===== src/rtl/shift_seq_pkg.sv =====
// shift_seq_pkg: shared shifter modes, command opcodes and FSM encodings for shift_sequencer.
`default_nettype none

package shift_seq_pkg;

  localparam logic [1:0] MODE_HOLD = 2'b00;
  localparam logic [1:0] MODE_SHR  = 2'b01;
  localparam logic [1:0] MODE_SHL  = 2'b10;
  localparam logic [1:0] MODE_LOAD = 2'b11;

  localparam logic [1:0] OP_READ = 2'b00;
  localparam logic [1:0] OP_SHR  = 2'b01;
  localparam logic [1:0] OP_SHL  = 2'b10;
  localparam logic [1:0] OP_LOAD = 2'b11;

  typedef enum logic [1:0] {
    ST_IDLE  = 2'b00,
    ST_LOAD  = 2'b01,
    ST_SHIFT = 2'b10,
    ST_DONE  = 2'b11
  } state_t;

endpackage

`default_nettype wire


===== src/rtl/shift_sequencer.sv =====
// shift_sequencer: runs one load/shift/read command at a time on a universal_shifter
// and returns the shifter contents on a valid/ready response channel.
`default_nettype none

module shift_sequencer #(
  parameter int WIDTH = 4,
  parameter int CNT_W = 3
) (
  input  logic             clk,
  input  logic             reset,
  input  logic             cmd_valid,
  output logic             cmd_ready,
  input  logic [1:0]       cmd_op,
  input  logic [CNT_W-1:0] cmd_amt,
  input  logic [WIDTH-1:0] cmd_data,
  output logic [1:0]       sh_mode,
  output logic [WIDTH-1:0] sh_data_in,
  input  logic [WIDTH-1:0] sh_data_out,
  output logic             rsp_valid,
  input  logic             rsp_ready,
  output logic [WIDTH-1:0] rsp_data,
  output logic             busy
);

  import shift_seq_pkg::*;

  state_t           state;
  logic [1:0]       op;
  logic [CNT_W-1:0] amt;
  logic [WIDTH-1:0] data;
  logic [CNT_W-1:0] count;

  always_ff @(posedge clk or negedge reset) begin
    if (!reset) begin
      state <= ST_IDLE;
      op    <= OP_READ;
      amt   <= '0;
      data  <= '0;
      count <= '0;
    end else begin
      case (state)
        ST_IDLE: begin
          if (cmd_valid) begin
            op    <= cmd_op;
            amt   <= cmd_amt;
            data  <= cmd_data;
            state <= (cmd_op == OP_READ) ? ST_DONE : ST_LOAD;
          end
        end
        ST_LOAD: begin
          if ((op == OP_SHR || op == OP_SHL) && amt != '0) begin
            count <= amt;
            state <= ST_SHIFT;
          end else begin
            state <= ST_DONE;
          end
        end
        ST_SHIFT: begin
          count <= count - CNT_W'(1);
          if (count == CNT_W'(1)) state <= ST_DONE;
        end
        ST_DONE: begin
          if (rsp_ready) state <= ST_IDLE;
        end
        default: state <= ST_IDLE;
      endcase
    end
  end

  // Everything below decodes from registers, so reset forces the shifter to hold at once.
  always_comb begin
    sh_mode = MODE_HOLD;
    case (state)
      ST_LOAD:  sh_mode = MODE_LOAD;
      ST_SHIFT: sh_mode = (op == OP_SHL) ? MODE_SHL : MODE_SHR;
      default:  sh_mode = MODE_HOLD;
    endcase
  end

  assign sh_data_in = data;
  assign cmd_ready  = (state == ST_IDLE);
  assign busy       = (state != ST_IDLE);
  assign rsp_valid  = (state == ST_DONE);
  assign rsp_data   = sh_data_out;

endmodule

`default_nettype wire


===== config.mk =====
export PLATFORM = sky130hd
export DESIGN_NAME = shift_sequencer
export DESIGN_NICKNAME = d
export VERILOG_FILES = /design/src/rtl/shift_seq_pkg.sv /design/src/rtl/shift_sequencer.sv
export SDC_FILE = /design/constraint.sdc
export NUM_CORES = 1
export LEC_CHECK = 0
export CORE_MARGIN = 2
export CORE_UTILIZATION = 44
export CTS_BUF_LIST = sky130_fd_sc_hd__clkbuf_16
export DETAILED_ROUTE_END_ITERATION = 6
export PLACE_DENSITY = 0.81
export SYNTH_ARGS = -nofsm -noshare
export SYNTH_HDL_FRONTEND = slang
export SYNTH_SLANG_ARGS = --single-unit
export TNS_END_PERCENT = 50

===== constraint.sdc =====
create_clock -name clk -period 1.9 [get_ports clk]
set_input_delay 0.38 -clock clk [delete_from_list [all_inputs] [get_ports clk]]
set_output_delay 0.38 -clock clk [all_outputs]
set_load 0.01 [all_outputs]

==> results.cfg, run 1 <==
[synth]
synth.area.mux_share = 0.113
synth_cells = 86
synth_top_family_by_area = simple AND/OR/NAND/NOR gates
synth_xor_xnor_area_share = 0
yosysWarnings = 0
yosysUniqueCellTypes = 28
synth_seq_cells = 14
ys_seq_area_frac = 0.392
avgSynthCellArea_um2 = 10.4
synth_fa_ha_area_frac = 0.0980
synthSimpleGateAreaFrac = 0.178
syn_nets = 110
yosysTopAreaCellShare = 0.392
synthTopCellsByArea = dfrtp_1, mux2_2, ha_1
synth_top_area_cell = dfrtp_1
synth_area_um2 = 893
synth_compound_area_frac = 0.137

[setup_path]
worst-setup-path-type = reg2out
cp_slowest_cell = dfrtp_1
cp_data_required_time_ns = 1.52
crit_chain = buf_4 > ha_1 > a21oi_1 > nor2b_1 > dlygate4sd2_1
r2r_slack_ns = 0.25
worstRegToRegCells = 5
slowest_delay_ns = 0.37
cp-start-kind = flip-flop
reg2reg_to = op[0]$_DFFE_PN0P_
critPathCaptureType = output port
worstReg2RegStart = state[1]$_DFFE_PN0P_
cp_data_arrival_time_ns = 1.46
crit_fanout = 3

[placed_design]
numPortBuffers = 21
gp_congestion = 0.759
pre_cts_slack_ns = 0.0858
dpl.hpwl_mm = 1.36

[detailed_routing]
avgViaCountPerCell = 5.15
vias = 705
drt-wirelength-per-cell_um = 13.6
antenna_left = 0
drtIter0Drc = 8
wl_mm = 1.86
firstDrtPassIters = 5
drcViolationCount = 0

[clock_tree]
htree_levels = 1
clk_path_buf_depth = 2
ctsHoldBuffers = 0
cts_made_buffers = 3
clk_latency_ns = 0.25
post-cts-setup-buffers = 0
cts.reportedPaths.clkPinSlew_ns = 0.05
cts_tree = done
cts.sinks = 14
clockRootBuffer = clkbuf_16

[power_and_ir_drop]
leakage_nw = 0.542
vdd_drop_max_v = 0.00122
power.density_nw_per_um2 = 1890

[final_layout]
final_core_util = 0.621
drive_gt1_frac = 0.182
area_growth_pct = 35.0
nets = 135
antenna_cells = 0

[sta]
setup_viol = 0
report.final.slew_viol_count = 0
fin_skew_ns = 0.00356
fin_crit_sh = 0.968
hold_viol = 0
period_minus_slack_ns = 1.84
setup_slack_ns = 0.0609
worst_pin_slew_ns = 0.417
rsz0062_at_grt = yes
slew_headroom = 0.721
clock.fmax_ghz = 0.544

[floorplan]
initial_core_util = 0.460
io-pin-count = 30
rows = 16
fp.dieW_um = 49.1
coreArea_um2 = 1940
die_height_um = 49.1
die_area_um2 = 2410

[grt]
gr-usage-all-layers = 0.178
grt_max_degree = 15
first_global_vias = 749
overflow = 0
grt_first_pass_wirelength_mm = 3.24
antenna_found_initial = 0

[job]
cap_viol_max_count = 0

[status]
status = completed

[min_path]
worstHoldPathType = in2async
-- kinds of logic after synthesis --
kind of cell / after synthesis
AOI/OAI and AO/OA: 14
adders and majority gates: 7
buffers and inverters: 13
DFF: 14
muxes: 9
and+or+nand+nor: 29
-- final cells by class --
class	instances	area (um^2)
well taps	27	33.8
repair buffers	26	246
multi-input cells	59	470
inverters	7	26.3
clock inverters	1	3.75
clock buffers	3	75.1
flip-flops and latches	14	350
fillers	154	736
-- synthesized netlist by cell type --
cell,n
inv_1,7
or3b_1,1
and3b_1,1
a2111oi_4,1
nor4bb_1,1
o21ai_0,1
o311ai_1,1
nor3b_1,1
nor2b_1,5
buf_2,1
nor3_1,3
mux2_2,9
nor2_1,7
buf_4,4
nand2b_1,2
o21a_1,1
nand3_1,3
ha_1,7
nand2_1,4
dfrtp_1,14
or2_4,1
a221oi_2,1
a2bb2oi_1,1
o32ai_1,1
a21oi_1,5
a211oi_1,1
o2bb2ai_1,1
buf_6,1
-- through the flow --
| stage | std cells | area [um^2] | hold slack, ns | power [W] | setup TNS, ns |
|---|---|---|---|---|---|
| 2_1_floorplan | 86 | 893 | 0.0844 | 0.00146 | 0 |
| 3_3_place_gp | 133 | 1130 | 0.490 | 0.00184 | 0 |
| 3_5_place_dp | 133 | 1130 | 0.496 | 0.00188 | 0 |
| 4_1_cts | 137 | 1200 | 0.458 | 0.00229 | 0 |
| 5_1_grt | 137 | 1210 | 0.485 | 0.00244 | -0.0100 |
| 6_report | 137 | 1210 | 0.445 | 0.00228 | 0 |
-- placed cells by master, fill, tap and decap left out --
cell             count
dlymetal6s2s_1       1
nor2b_1              5
clkdlybuf4s50_1     17
nor4bb_1             1
nor2_1               7
a21oi_1              5
nand2_1              4
o21ai_0              1
or2_4                1
o311ai_1             1
a221oi_2             1
buf_4                5
nor3b_1              1
clkinv_1             1
and3b_1              1
ha_1                 7
o32ai_1              1
o21a_1               1
mux2_2               9
o2bb2ai_1            1
a2bb2oi_1            1
dfrtp_1             14
nand2b_1             2
a211oi_1             1
a2111oi_4            1
nor3_1               3
nand3_1              3
or3b_1               1
dlygate4sd2_1        3
clkbuf_16            3
inv_1                7
-- registers in the layout, indices dropped and copies added, names as in the netlist --
name,flops
sh_data_in,4
amt,3
count,3
op,2
state,2
-- where the power goes --
group	total, W	leakage (nW)	switching [W]	internal, W
Combinational	0.00129	0.338	0.000615	0.000679
Sequential	0.000572	0.166	0.000113	0.000459
Clock	0.000411	0.0385	0.000131	0.000279
Total	0.00228	0.542	0.000859	0.00142
-- per-layer routing --
metal / wire [um] / GRT usage / share of wire
met3: 129 / 0.0706 / 0.069
met5: 0 / 0 / 0
met1: 700 / 0.176 / 0.38
met4: 44 / 0.0952 / 0.024
met2: 983 / 0.315 / 0.53
-- worst max path at each step --
stage	start	to	slack, ns	cells after the start
floorplan	state[0]$_DFFE_PN0P_	sh_mode[0]	0.31	5
global placement	state[1]$_DFFE_PN0P_	sh_mode[1]	0.11	4
detailed placement	state[1]$_DFFE_PN0P_	sh_mode[1]	0.09	4
CTS	state[1]$_DFFE_PN0P_	cmd_ready	0.02	3
global route	state[0]$_DFFE_PN0P_	sh_mode[1]	-0.008	5
finish	state[0]$_DFFE_PN0P_	sh_mode[1]	0.06	5
-- worst max-delay path: cells and delay by family, from the launching register on --
kind / cells / cell delay, ns
AOI/OAI and AO/OA: 1 / 0.13
adders and majority gates: 1 / 0.22
buffers and inverters: 2 / 0.42
and+or+nand+nor: 1 / 0.06
DFF: 1 / 0.37
-- timing repair --
action	in CTS	in global routing
gates resized for setup	3	1
setup endpoints to repair	3	3
cloned	0	0
(Power assumes the default switching activity.)
==> run 2, diff against run 1 <==
--- a/config.mk
+++ b/config.mk
@@ -5,11 +5,14 @@
 export SDC_FILE = /design/constraint.sdc
 export NUM_CORES = 1
 export LEC_CHECK = 0
+export ABC_AREA = 1
+export CELL_PAD_IN_SITES_DETAIL_PLACEMENT = 1
+export CELL_PAD_IN_SITES_GLOBAL_PLACEMENT = 1
 export CORE_MARGIN = 2
-export CORE_UTILIZATION = 44
+export CORE_UTILIZATION = 31
 export CTS_BUF_LIST = sky130_fd_sc_hd__clkbuf_16
 export DETAILED_ROUTE_END_ITERATION = 6
-export PLACE_DENSITY = 0.81
+export PLACE_DENSITY = 0.8
 export SYNTH_ARGS = -nofsm -noshare
 export SYNTH_HDL_FRONTEND = slang
 export SYNTH_SLANG_ARGS = --single-unit
==> run 2 against run 1 <==
Sequential power decreased by 2%. Total power decreased by 8.4%. Hold slack improved by 0.0022 ns. Cell count increased by 8.8%. Clock skew increased by 0.0024 ns.
==> results.cfg, run 2 <==
[sta]
fin_crit_sh = 0.968
report.final.slew_viol_count = 0
clock.fmax_ghz = 0.544
hold_viol = 0
setup_slack_ns = 0.0612
whs_ns = 0.447
rsz0062_at_grt = no
fin_skew_ns = 0.00594
slew_headroom = 0.816
period_minus_slack_ns = 1.84
setup_viol = 0
worst_pin_slew_ns = 0.275

[final_layout]
drive_gt1_frac = 0.151
largest_register_ff_count = 4
register_area_um2 = 350
final_common_cell = nand2_1
nets = 144
final_core_util = 0.460
area_growth_pct = 39.7
layout_common_cells = nand2_1, clkdlybuf4s50_1, dfrtp_1, inv_1, nor2_1
multi_input_area_um2 = 394
num-fill-cells = 287
antenna_cells = 0

[power_and_ir_drop]
leakage_nw = 0.581
vdd_drop_max_v = 0.000899
power.density_nw_per_um2 = 1810

[synth]
yosysWarnings = 0
synth_top_flop_cell = dfrtp_1
yosysUniqueCellTypes = 15
synthMostInstantiatedCell = nand2_1
synth_top_area_cell = dfrtp_1
synthTopCellsByCount = nand2_1, dfrtp_1, inv_1
synth_seq_cells = 14
synth_cells = 95
synthTopCellsByArea = dfrtp_1, nand2_1, ha_1
syn_nets = 119
ys_async_sr_fraction = 1.00
ys_seq_area_frac = 0.426
avgSynthCellArea_um2 = 8.67
yosysTopAreaCellShare = 0.426
synth_edf_count = 0
synth_area_um2 = 823

[setup_path]
reg2reg_to = state[1]$_DFFE_PN0P_
cp_data_required_time_ns = 1.52
cp.depth = 3
critPathCaptureType = output port
worstRegToRegCells = 8
cp-start-kind = flip-flop
cp_slowest_cell = clkdlybuf4s50_1
critPathTopFamily = buffers and inverters
r2r_slack_ns = 0.46
slowest_delay_ns = 0.47
worstReg2RegStart = state[0]$_DFFE_PN0P_
crit_fanout = 3
path_buf_inv = 2
cp_data_arrival_time_ns = 1.46
worst-setup-path-type = reg2out
crit_chain = buf_4 > ha_1 > clkdlybuf4s50_1

[clock_tree]
cts_tree = done
cts.reportedPaths.clkPinSlew_ns = 0.05
clk_path_buf_depth = 2
cts.sinks = 14
clk_latency_ns = 0.24
ctsHoldBuffers = 0
htree_levels = 1
clockRootBuffer = clkbuf_16
post-cts-setup-buffers = 0
cts_made_buffers = 3

[placed_design]
pre_cts_slack_ns = -0.0163
dpl.hpwl_mm = 1.58
gp_congestion = 0.800
numPortBuffers = 21

[job]
cap_viol_max_count = 0

[floorplan]
fp.dieW_um = 55.5
coreArea_um2 = 2500
die_area_um2 = 3080
rows = 18
initial_core_util = 0.329
io-pin-count = 30
die_height_um = 55.5

[detailed_routing]
firstDrtPassIters = 4
drtIter0Drc = 9
wl_mm = 2.11
drt-wirelength-per-cell_um = 14.2
vias = 705
antenna_left = 0
drcViolationCount = 0
avgViaCountPerCell = 4.73

[grt]
grt_max_degree = 15
antenna_found_initial = 0
grt_first_pass_wirelength_mm = 3.48
gr-usage-all-layers = 0.145
overflow = 0
first_global_vias = 764

[min_path]
worstHoldPathType = in2async

[status]
status = completed
## run 2: cell types whose count changed in the layout (fill, tap and decap cells not counted), sizes merged, moves of 2 or more
| cell | before | now |
|---|---|---|
| nand2 | 4 | 25 |
| inv | 7 | 14 |
| o21ai | 1 | 8 |
| nor2b | 5 | 0 |
| mux2 | 9 | 6 |
| nor3 | 3 | 0 |
| a21oi | 5 | 3 |
| nand2b | 2 | 0 |
| nand3 | 3 | 5 |
## run 2: logic make-up after synthesis
kind of cell,count (synthesis),synth area share
and+or+nand+nor,37,0.179
AOI/OAI and AO/OA,12,0.0745
adders and majority gates,7,0.106
muxes,6,0.100
buffers and inverters,19,0.114
DFF,14,0.426
## run 2: through the flow
step	instances	TNS, ns	power, W	area [um^2]
after floorplan	95	0	0.00122	823
after global routing	149	0	0.00226	1150
after global placement	145	0	0.00160	1060
after detailed placement	145	-0.0163	0.00166	1060
after CTS	149	-0.0577	0.00210	1150
final	149	0	0.00209	1150
## run 2: worst max path at each step
stage / slack, ns / to / start
5_1_grt: 0.008 / sh_mode[0] / state[1]$_DFFE_PN0P_
3_5_place_dp: -0.02 / sh_mode[0] / state[1]$_DFFE_PN0P_
6_report: 0.06 / rsp_valid / state[0]$_DFFE_PN0P_
2_1_floorplan: 0.51 / amt[0]$_DFFE_PN0P_ / state[0]$_DFFE_PN0P_
4_1_cts: -0.03 / sh_mode[0] / state[1]$_DFFE_PN0P_
3_3_place_gp: 0.05 / sh_mode[0] / state[1]$_DFFE_PN0P_
## run 2: cell type report
class                      count  area share
clock inverter                 1     0.00326
sequential                    14       0.305
timing repair buffer          25       0.206
inverter                      14      0.0457
tap                           30      0.0326
multi-input combinational     62       0.343
clock buffer                   3      0.0653
## run 2: repair_timing
action / 4_1_cts / 5_1_grt
endpoints found under the setup margin: 4 / 3
pin swaps: 0 / 0
gates resized for setup: 5 / 4
## run 2: where the power goes
| group | switching [W] | internal [W] | leakage (nW) |
|---|---|---|---|
| clock network | 0.000118 | 0.000278 | 0.0385 |
| registers | 0.000108 | 0.000453 | 0.168 |
| logic | 0.000577 | 0.000551 | 0.375 |
| total | 0.000803 | 0.00128 | 0.581 |
## run 2: metal layers
layer	vias up	track usage	wire, um
li1	342	-	-
met1	343	0.154	834
met2	18	0.274	1170
met3	2	0.0468	100
met4	0	0.0314	8
met5	-	0	0
==> run 3, diff against run 2 <==
--- a/config.mk
+++ b/config.mk
@@ -13,7 +13,8 @@
 export CTS_BUF_LIST = sky130_fd_sc_hd__clkbuf_16
 export DETAILED_ROUTE_END_ITERATION = 6
 export PLACE_DENSITY = 0.8
+export REMOVE_ABC_BUFFERS = 1
 export SYNTH_ARGS = -nofsm -noshare
 export SYNTH_HDL_FRONTEND = slang
 export SYNTH_SLANG_ARGS = --single-unit
-export TNS_END_PERCENT = 50
+export TNS_END_PERCENT = 5
==> run 3 against run 2 <==
Combinational power barely moved. Cell count fell by 0.67%. Global-route usage fell by 2.0 points. Hold slack improved by 0.0041 ns. Critical path depth did not move. Largest power group unchanged.
==> results.cfg, run 3 (synthesis gave the netlist of run 2 again) <==
[final_layout]
final_common_cell = nand2_1
layout_common_cells = nand2_1, clkdlybuf4s50_1, dfrtp_1, inv_1, nor2_1
antenna_cells = 0
final_area_um2 = 1150
num-fill-cells = 300
area_growth_pct = 39.2
largest_register_ff_count = 4
nets = 144
drive_gt1_frac = 0.153

[sta]
setup_viol = 0
hold_viol = 0
finalSetupTns_ns = 0
fin_crit_sh = 0.973
worst_pin_slew_ns = 0.280
slew_headroom = 0.812
report.final.slew_viol_count = 0
rsz0062_at_grt = no
fin_skew_ns = 0.00140
clock.fmax_ghz = 0.541
period_minus_slack_ns = 1.85

[grt]
antenna_found_initial = 0
grt_first_pass_wirelength_mm = 3.10
grt_max_degree = 15
overflow = 0
gr-usage-all-layers = 0.125
first_global_vias = 722

[detailed_routing]
vias = 683
drcViolationCount = 0
wl_mm = 1.82
avgViaCountPerCell = 4.61
antenna_left = 0
firstDrtPassIters = 4
drt-wirelength-per-cell_um = 12.3
drtIter0Drc = 3

[clock_tree]
cts.sinks = 14
clockRootBuffer = clkbuf_16
clk_path_buf_depth = 2
cts_tree = done
cts.reportedPaths.clkPinSlew_ns = 0.04
clk_latency_ns = 0.24
cts_made_buffers = 3
htree_levels = 1

[power_and_ir_drop]
power.density_nw_per_um2 = 1780
leakage_nw = 0.580
vdd_drop_max_v = 0.000831

[setup_path]
r2r_slack_ns = 0.45
critPathCaptureType = output port
worst-setup-path-type = reg2out
critPathTopFamily = buffers and inverters
cp_data_required_time_ns = 1.52
cp_data_arrival_time_ns = 1.47
crit_chain = buf_4 > ha_1 > clkdlybuf4s50_1
path_buf_inv = 2
reg2reg_to = state[0]$_DFFE_PN0P_
cp-start-kind = flip-flop
slowest_delay_ns = 0.48
worstReg2RegStart = state[0]$_DFFE_PN0P_
cp_slowest_cell = clkdlybuf4s50_1
crit_fanout = 3
worstRegToRegCells = 8

[floorplan]
die_area_um2 = 3080
die_height_um = 55.5
fp.dieW_um = 55.5
coreArea_um2 = 2500
io-pin-count = 30
initial_core_util = 0.329
rows = 18

[placed_design]
dpl_cell_area_um2 = 1060
gp_congestion = 0.804
dpl.hpwl_mm = 1.48
numPortBuffers = 21

[min_path]
worstHoldPathType = in2async

[status]
status = completed

[job]
cap_viol_max_count = 0
run 3: layer usage:
| metal | track usage | vias up | routed length (um) |
|---|---|---|---|
| met5 | 0 | - | 0 |
| met4 | 0.0453 | 0 | 14 |
| met3 | 0.0328 | 2 | 80 |
| met2 | 0.214 | 19 | 945 |
| met1 | 0.148 | 323 | 777 |
| li1 | - | 339 | - |
run 3: how the worst max path moves through the flow:
stage,start,slack [ns],depth (start not counted),endpoint
3_3_place_gp,state[1]$_DFFE_PN0P_,0.05,5,sh_mode[0]
4_1_cts,state[0]$_DFFE_PN0P_,0.002,3,cmd_ready
2_1_floorplan,state[0]$_DFFE_PN0P_,0.51,4,sh_mode[0]
6_report,state[0]$_DFFE_PN0P_,0.05,3,rsp_valid
3_5_place_dp,state[0]$_DFFE_PN0P_,-0.03,5,sh_mode[0]
5_1_grt,state[0]$_DFFE_PN0P_,0.008,3,rsp_valid
run 3: final cells by class:
class / instances / area (um^2) / area share
Inverter: 14 / 52.6 / 0.0459
Sequential cell: 14 / 350 / 0.306
Timing Repair Buffer: 25 / 236 / 0.206
Tap cell: 30 / 37.5 / 0.0328
Clock buffer: 3 / 75.1 / 0.0655
Multi-Input combinational cell: 62 / 394 / 0.344
run 3: timing repair:
action,4_1_cts,5_1_grt
hold buffers,0,0
gates cloned,0,0
endpoints found under the setup margin,4,3
gates resized for setup,6,3
setup buffers,0,0
run 3: per-stage QoR:
step	hold WS [ns]	total power, W	setup slack [ns]	instances	util
floorplan	0.0844	0.00120	0.512	90	-
global placement	0.475	0.00159	0.0484	145	0.424
detailed placement	0.483	0.00166	-0.0253	145	0.424
CTS	0.456	0.00207	0.00237	148	0.457
global route	0.474	0.00224	0.00789	148	0.458
finish	0.451	0.00204	0.0521	148	0.458
run 3: where the power goes:
group          switching [W]  leakage [nW]  internal (W)
clock network       0.000105        0.0370      0.000274
registers           0.000102         0.168      0.000453
logic               0.000554         0.375      0.000547
total               0.000761         0.580       0.00127
